$ cat config.mk
export PLATFORM = sky130hd
export DESIGN_NAME = button_event_arbiter
export DESIGN_NICKNAME = d
export VERILOG_FILES = /design/src/rtl/button_event_arbiter.sv
export SDC_FILE = /design/constraint.sdc
export NUM_CORES = 1
export LEC_CHECK = 0
export BUFFER_PORTS_ARGS = -buffer_cell sky130_fd_sc_hd__buf_4
export CORE_UTILIZATION = 25
export CTS_CLUSTER_SIZE = 25
export DETAILED_ROUTE_END_ITERATION = 6
export PLACE_DENSITY = 0.38
export SYNTH_ARGS = -nofsm -noshare
export SYNTH_HDL_FRONTEND = slang
export SYNTH_SLANG_ARGS = --single-unit
export TNS_END_PERCENT = 30
$ cat constraint.sdc
create_clock -name clk -period 1.8 [get_ports clk]
set_input_delay 0.09 -clock clk [delete_from_list [all_inputs] [get_ports clk]]
set_output_delay 0.09 -clock clk [all_outputs]
set_load 0.02 [all_outputs]
$ cat src/rtl/button_event_arbiter.sv
// Push-button front end: 2-FF sync, shared-timer debounce, rising-edge
// detect and round-robin serialization of press events over valid/ready.

module synchronizer #(
   parameter int WIDTH = 1
) (
   input  logic             i_clk,
   input  logic [WIDTH-1:0] i_d,
   output logic [WIDTH-1:0] o_q
);

   logic [WIDTH-1:0] r_meta;
   logic [WIDTH-1:0] r_sync;

   always_ff @(posedge i_clk) begin
      r_meta <= i_d;
      r_sync <= r_meta;
   end

   assign o_q = r_sync;

endmodule

module button_event_arbiter #(
   parameter int NUM_BTNS       = 4,
   parameter int SAMPLE_CNT_MAX = 25000,
   parameter int PULSE_CNT_MAX  = 150,
   localparam int IDW = (NUM_BTNS > 1) ? $clog2(NUM_BTNS) : 1
) (
   input  logic                clk,
   input  logic                rst,
   input  logic [NUM_BTNS-1:0] btn_in,
   output logic [NUM_BTNS-1:0] btn_level,
   output logic                evt_valid,
   input  logic                evt_ready,
   output logic [IDW-1:0]      evt_id,
   output logic                evt_dropped
);

   localparam int TW = $clog2(SAMPLE_CNT_MAX);
   localparam int CW = $clog2(PULSE_CNT_MAX + 1);

   typedef enum logic {
      S_IDLE,
      S_OFFER
   } state_t;

   logic [NUM_BTNS-1:0] w_sync;
   logic [TW-1:0]       r_sample_cnt;
   logic                w_sample_pulse;
   logic [CW-1:0]       r_cnt [NUM_BTNS];
   logic [NUM_BTNS-1:0] r_btn_level;
   logic [NUM_BTNS-1:0] r_prev_level;
   logic [NUM_BTNS-1:0] w_rise;
   logic [NUM_BTNS-1:0] r_pending;
   logic [NUM_BTNS-1:0] w_grant;
   logic                r_dropped;
   state_t              r_state;
   logic [IDW-1:0]      r_rr_ptr;
   logic [IDW-1:0]      r_evt_id;
   logic                r_evt_valid;
   logic                w_found;
   logic [IDW-1:0]      w_grant_idx;
   logic [IDW-1:0]      w_scan;
   logic [IDW-1:0]      w_rr_next;

   synchronizer #(
      .WIDTH(NUM_BTNS)
   ) u_sync (
      .i_clk(clk),
      .i_d  (btn_in),
      .o_q  (w_sync)
   );

   assign w_sample_pulse = (r_sample_cnt == TW'(SAMPLE_CNT_MAX - 1));

   always_ff @(posedge clk or posedge rst) begin
      if (rst) begin
         r_sample_cnt <= '0;
      end else if (w_sample_pulse) begin
         r_sample_cnt <= '0;
      end else begin
         r_sample_cnt <= r_sample_cnt + TW'(1);
      end
   end

   // Counters only move on sample ticks; level tracks saturation a cycle later.
   always_ff @(posedge clk or posedge rst) begin
      if (rst) begin
         for (int i = 0; i < NUM_BTNS; i++) begin
            r_cnt[i] <= '0;
         end
         r_btn_level  <= '0;
         r_prev_level <= '0;
      end else begin
         for (int i = 0; i < NUM_BTNS; i++) begin
            if (w_sample_pulse) begin
               if (!w_sync[i]) begin
                  r_cnt[i] <= '0;
               end else if (r_cnt[i] != CW'(PULSE_CNT_MAX)) begin
                  r_cnt[i] <= r_cnt[i] + CW'(1);
               end
            end
            r_btn_level[i] <= (r_cnt[i] == CW'(PULSE_CNT_MAX));
         end
         r_prev_level <= r_btn_level;
      end
   end

   assign w_rise = r_btn_level & ~r_prev_level;

   always_comb begin
      w_found     = 1'b0;
      w_grant_idx = '0;
      w_scan      = '0;
      for (int k = 0; k < NUM_BTNS; k++) begin
         w_scan = IDW'((int'(r_rr_ptr) + k) % NUM_BTNS);
         if (!w_found && r_pending[w_scan]) begin
            w_found     = 1'b1;
            w_grant_idx = w_scan;
         end
      end
   end

   always_comb begin
      w_grant = '0;
      if (r_state == S_IDLE && w_found) begin
         w_grant[w_grant_idx] = 1'b1;
      end
   end

   // A fresh rise beats a same-cycle grant so the press is not lost.
   always_ff @(posedge clk or posedge rst) begin
      if (rst) begin
         r_pending <= '0;
         r_dropped <= 1'b0;
      end else begin
         r_pending <= (r_pending & ~w_grant) | w_rise;
         r_dropped <= |(w_rise & r_pending & ~w_grant);
      end
   end

   assign w_rr_next = (r_evt_id == IDW'(NUM_BTNS - 1)) ?
                      '0 : r_evt_id + IDW'(1);

   always_ff @(posedge clk or posedge rst) begin
      if (rst) begin
         r_state     <= S_IDLE;
         r_evt_valid <= 1'b0;
         r_evt_id    <= '0;
         r_rr_ptr    <= '0;
      end else begin
         unique case (r_state)
            S_IDLE: begin
               if (w_found) begin
                  r_evt_id    <= w_grant_idx;
                  r_evt_valid <= 1'b1;
                  r_state     <= S_OFFER;
               end
            end
            S_OFFER: begin
               if (evt_ready) begin
                  r_rr_ptr    <= w_rr_next;
                  r_evt_valid <= 1'b0;
                  r_state     <= S_IDLE;
               end
            end
         endcase
      end
   end

   assign btn_level   = r_btn_level;
   assign evt_valid   = r_evt_valid;
   assign evt_id      = r_evt_id;
   assign evt_dropped = r_dropped;

endmodule

==> qor.csv <==
stage,metric,value,unit
clock_tree,depth of the CTS H-tree,3,
synthesis,Syn Inst Count,348,
detailed_routing,post-route ant nets,0,
final_layout,layout cells sized above 1,23.9,%
clock_tree,later-pin clock latency in the skew report,340,ps
floorplan,DIE AREA,14400,um2
worst_setup_path,Worst Path Max Fanout,4,
timing,RSZ-0062 raised after global routing,true,
floorplan,Die Y,120,um
global_routing,gr ovfl total,0,
synthesis,total number of yosys warnings,0,
synthesis,Post-Synthesis Cell Area,3470,um2
global_routing,largest net degree at the start of global routing,57,
placement,gpl congestion,0.716,
synthesis,"EDFF count, synth",0,
detailed_routing,drt via density,4.66,
global_routing,vias in the first global route,2674,
timing,final slew viol count,0,
placement,Port-buffer cells,14,
final_layout,"most common cell after layout, fill and taps aside",dfrtp_1,
clock_tree,Clock Sinks,74,
clock_tree,clk root buf,clkbuf_16,
synthesis,Avg Inst Size Synth,9.98,um2
timing,Max-slew headroom,70.2,%
hold_path,hold crit path type,input port to flip-flop,
timing,Tcrit/Tclk final,100,%
job,max_cap viols,0,
global_routing,initial antenna violation count,0,
timing,skew final,6.47,ps
floorplan,io pins,15,
timing,final hold vios,0,
floorplan,Die X,120,um
worst_setup_path,element type at the critical path end,flip-flop,
floorplan,# rows,42,
synthesis,sequential cell area fraction in the yosys report,52.1,%
final_layout,finished layout cell area,4630,um2
floorplan,Core ar.,13400,um2
detailed_routing,DR iter-0 viols,102,
worst_setup_path,Critical Path Start Type,flip-flop,
detailed_routing,final WL,7900,um
final_layout,Inserted Diodes,0,
global_routing,gr usage total,11.9,%
detailed_routing,routed wire length per instance,13.3,um
clock_tree,TritonCTS buffer count,9,
final_layout,fill count,1380,
pwr,Pwr per Cell Area,828,nW/um2
timing,hold slack,15.7,ps
synthesis,post-synth cell types,44,
timing,fin worst setup slack,-5.67,ps
global_routing,first-pass GRT wire length,13200,um
final_layout,"commonest non-fill, non-tap cells in the layout","dfrtp_1 (66), buf_4 (47), nand2_1 (45), o21ai_0 (29), nand3_1 (21)",
synthesis,fraction of registers with async set/reset,89.2,%
clock_tree,clk slew on worst S/H paths,60,ps
worst_setup_path,worst path arrival time,2080,ps
clock_tree,Clock Tree Buf Depth,2,
worst_setup_path,Worst Path Required,2080,ps
synthesis,register bit total from synthesis,74,
pwr,Max IR drop VDD,0.459,mV
run_status,status,"finished, violations left",
timing,Final Critical Period,1810,ps
placement,Post-DP HPWL,5210,um
detailed_routing,First-pass DRT Iterations,4,
synthesis,leading register cell type out of synthesis,dfrtp_1,
final_layout,Final Net Count,431,
floorplan,Initial Util,25.9,%
pwr,Power Total,3.83,mW
final_layout,Final Util,34.5,%
detailed_routing,via count,2770,
worst_setup_path,Crit Path Category,flip-flop to flip-flop,
clock_tree,CTS tree,done,
detailed_routing,DRC violation count after routing,0,
synthesis,syn_nets,365,
run_status,failing checks,setup timing,
final_layout,Layout area overhead,33.2,%
pwr,leak pwr,2.05,nW
timing,slew of the pin with the lowest slew margin,443,ps
placement,Placement Cell Area,4020,um2
timing,FMAX,554,MHz
timing,setup violators final,1,
timing,setup TNS,-5.67,ps
==> power by group <==
group	leakage (nW)	internal [mW]	switching (mW)
clock	0.159	1.36	0.722
sequential	0.970	1.67	0.00783
combinational	0.918	0.0286	0.0432
==> critical path: stages (launching register included) <==
cell and delay, ps:
dfrtp_1 410, nor4b_4 260, buf_4 170, buf_6 100, nand4_4 110, or4_1 420, a21boi_1 160, a21o_1 100
==> sequential cells by signal, summed over array words and instances (netlist names) <==
name,count
btn_level,4
evt_dropped,1
evt_id,2
evt_valid,1
r_cnt,32
r_pending,4
r_prev_level,4
r_rr_ptr,2
r_sample_cnt,15
r_state,1
u_sync.o_q,4
u_sync.r_meta,4
==> path summary, 6_finish.rpt <==
| check | from | end | depth (start not counted) | slack, ps |
|---|---|---|---|---|
| min | evt_ready | evt_valid$_DFFE_PP0P_ | 3 | 20 |
| min in group asynchronous | rst | btn_level[1]$_DFF_PP0_ | 3 | 250 |
| max | r_sample_cnt[6]$_DFF_PP0_ | r_cnt[6]$_DFFE_PP0P_ | 7 | -6 |
| max in group asynchronous | rst | r_cnt[7]$_DFFE_PP0P_ | 4 | 970 |
| min reg2reg | u_sync.r_meta[2]$_DFF_P_ | u_sync.o_q[2]$_DFF_P_ | 0 | 330 |
| max reg2reg | r_sample_cnt[6]$_DFF_PP0_ | r_cnt[6]$_DFFE_PP0P_ | 7 | -6 |
==> cell usage after synthesis (all sizes together), types with 4 or more instances <==
cell type	count	area, um2
inv	16	60.1
nand2b	4	25.0
o31ai	12	90.1
clkbuf	4	15.0
o21a	5	37.5
a21o	10	75.1
ha	10	125
nand3b	6	45.0
nor3	5	25.0
o21ai	35	175
nand4	4	31.3
a22o	11	96.3
nor2	18	67.6
xor2	8	70.1
a21oi	9	45.0
or3	5	31.3
buf	4	18.8
dfxtp	8	160
nand2	46	173
dfrtp	66	1650
or2	4	25.0
nand3	21	105
==> layer usage <==
metal  vias up  global-route usage, %  routed length [um]
li1       1385                      -                   -
met1      1346                   16.4                3960
met2        25                   17.2                3590
met3        14                   2.33                 161
met4         0                   7.03                 197
met5         -                      0                   0
==> stage by stage <==
step	cells	setup slack, ps
2_1_floorplan	348	16.5
3_3_place_gp	560	-62.2
3_5_place_dp	560	-109
4_1_cts	581	-5.56
5_1_grt	595	-82.3
6_report	595	-5.67
==> final cells by class <==
class	instances	area, um2	area share [%]
Sequential cell	74	1810	39.1
Multi-Input combinational cell	251	1660	35.9
Timing Repair Buffer	62	531	11.5
Clock buffer	10	229	4.95
Tap cell	176	220	4.76
Clock inverter	6	114	2.46
Inverter	16	60.1	1.30
==> cell families (layout without fill, tap and decap cells) <==
kind of cell	count (synthesis)	count (layout)	share of synthesized area (%)
xor gates and xnor gates	11	11	2.77
and+or+nand+nor	134	135	20.6
muxes	3	3	0.972
DFF	74	74	52.1
buffers and inverters	24	94	2.70
AOI/OAI and AO/OA	92	92	17.2
adders and majority gates	10	10	3.60
==> timing repair <==
action | in CTS | in global routing
gates cloned | 0 | 2
pin swaps | 3 | 14
buffers inserted | 0 | 12
endpoints found under the setup margin | 14 | 17
resized for setup | 1 | 33
endpoints found under the hold margin | 14 | 0
hold buffers | 5 | 0
Power figures use the tool's default switching activity.
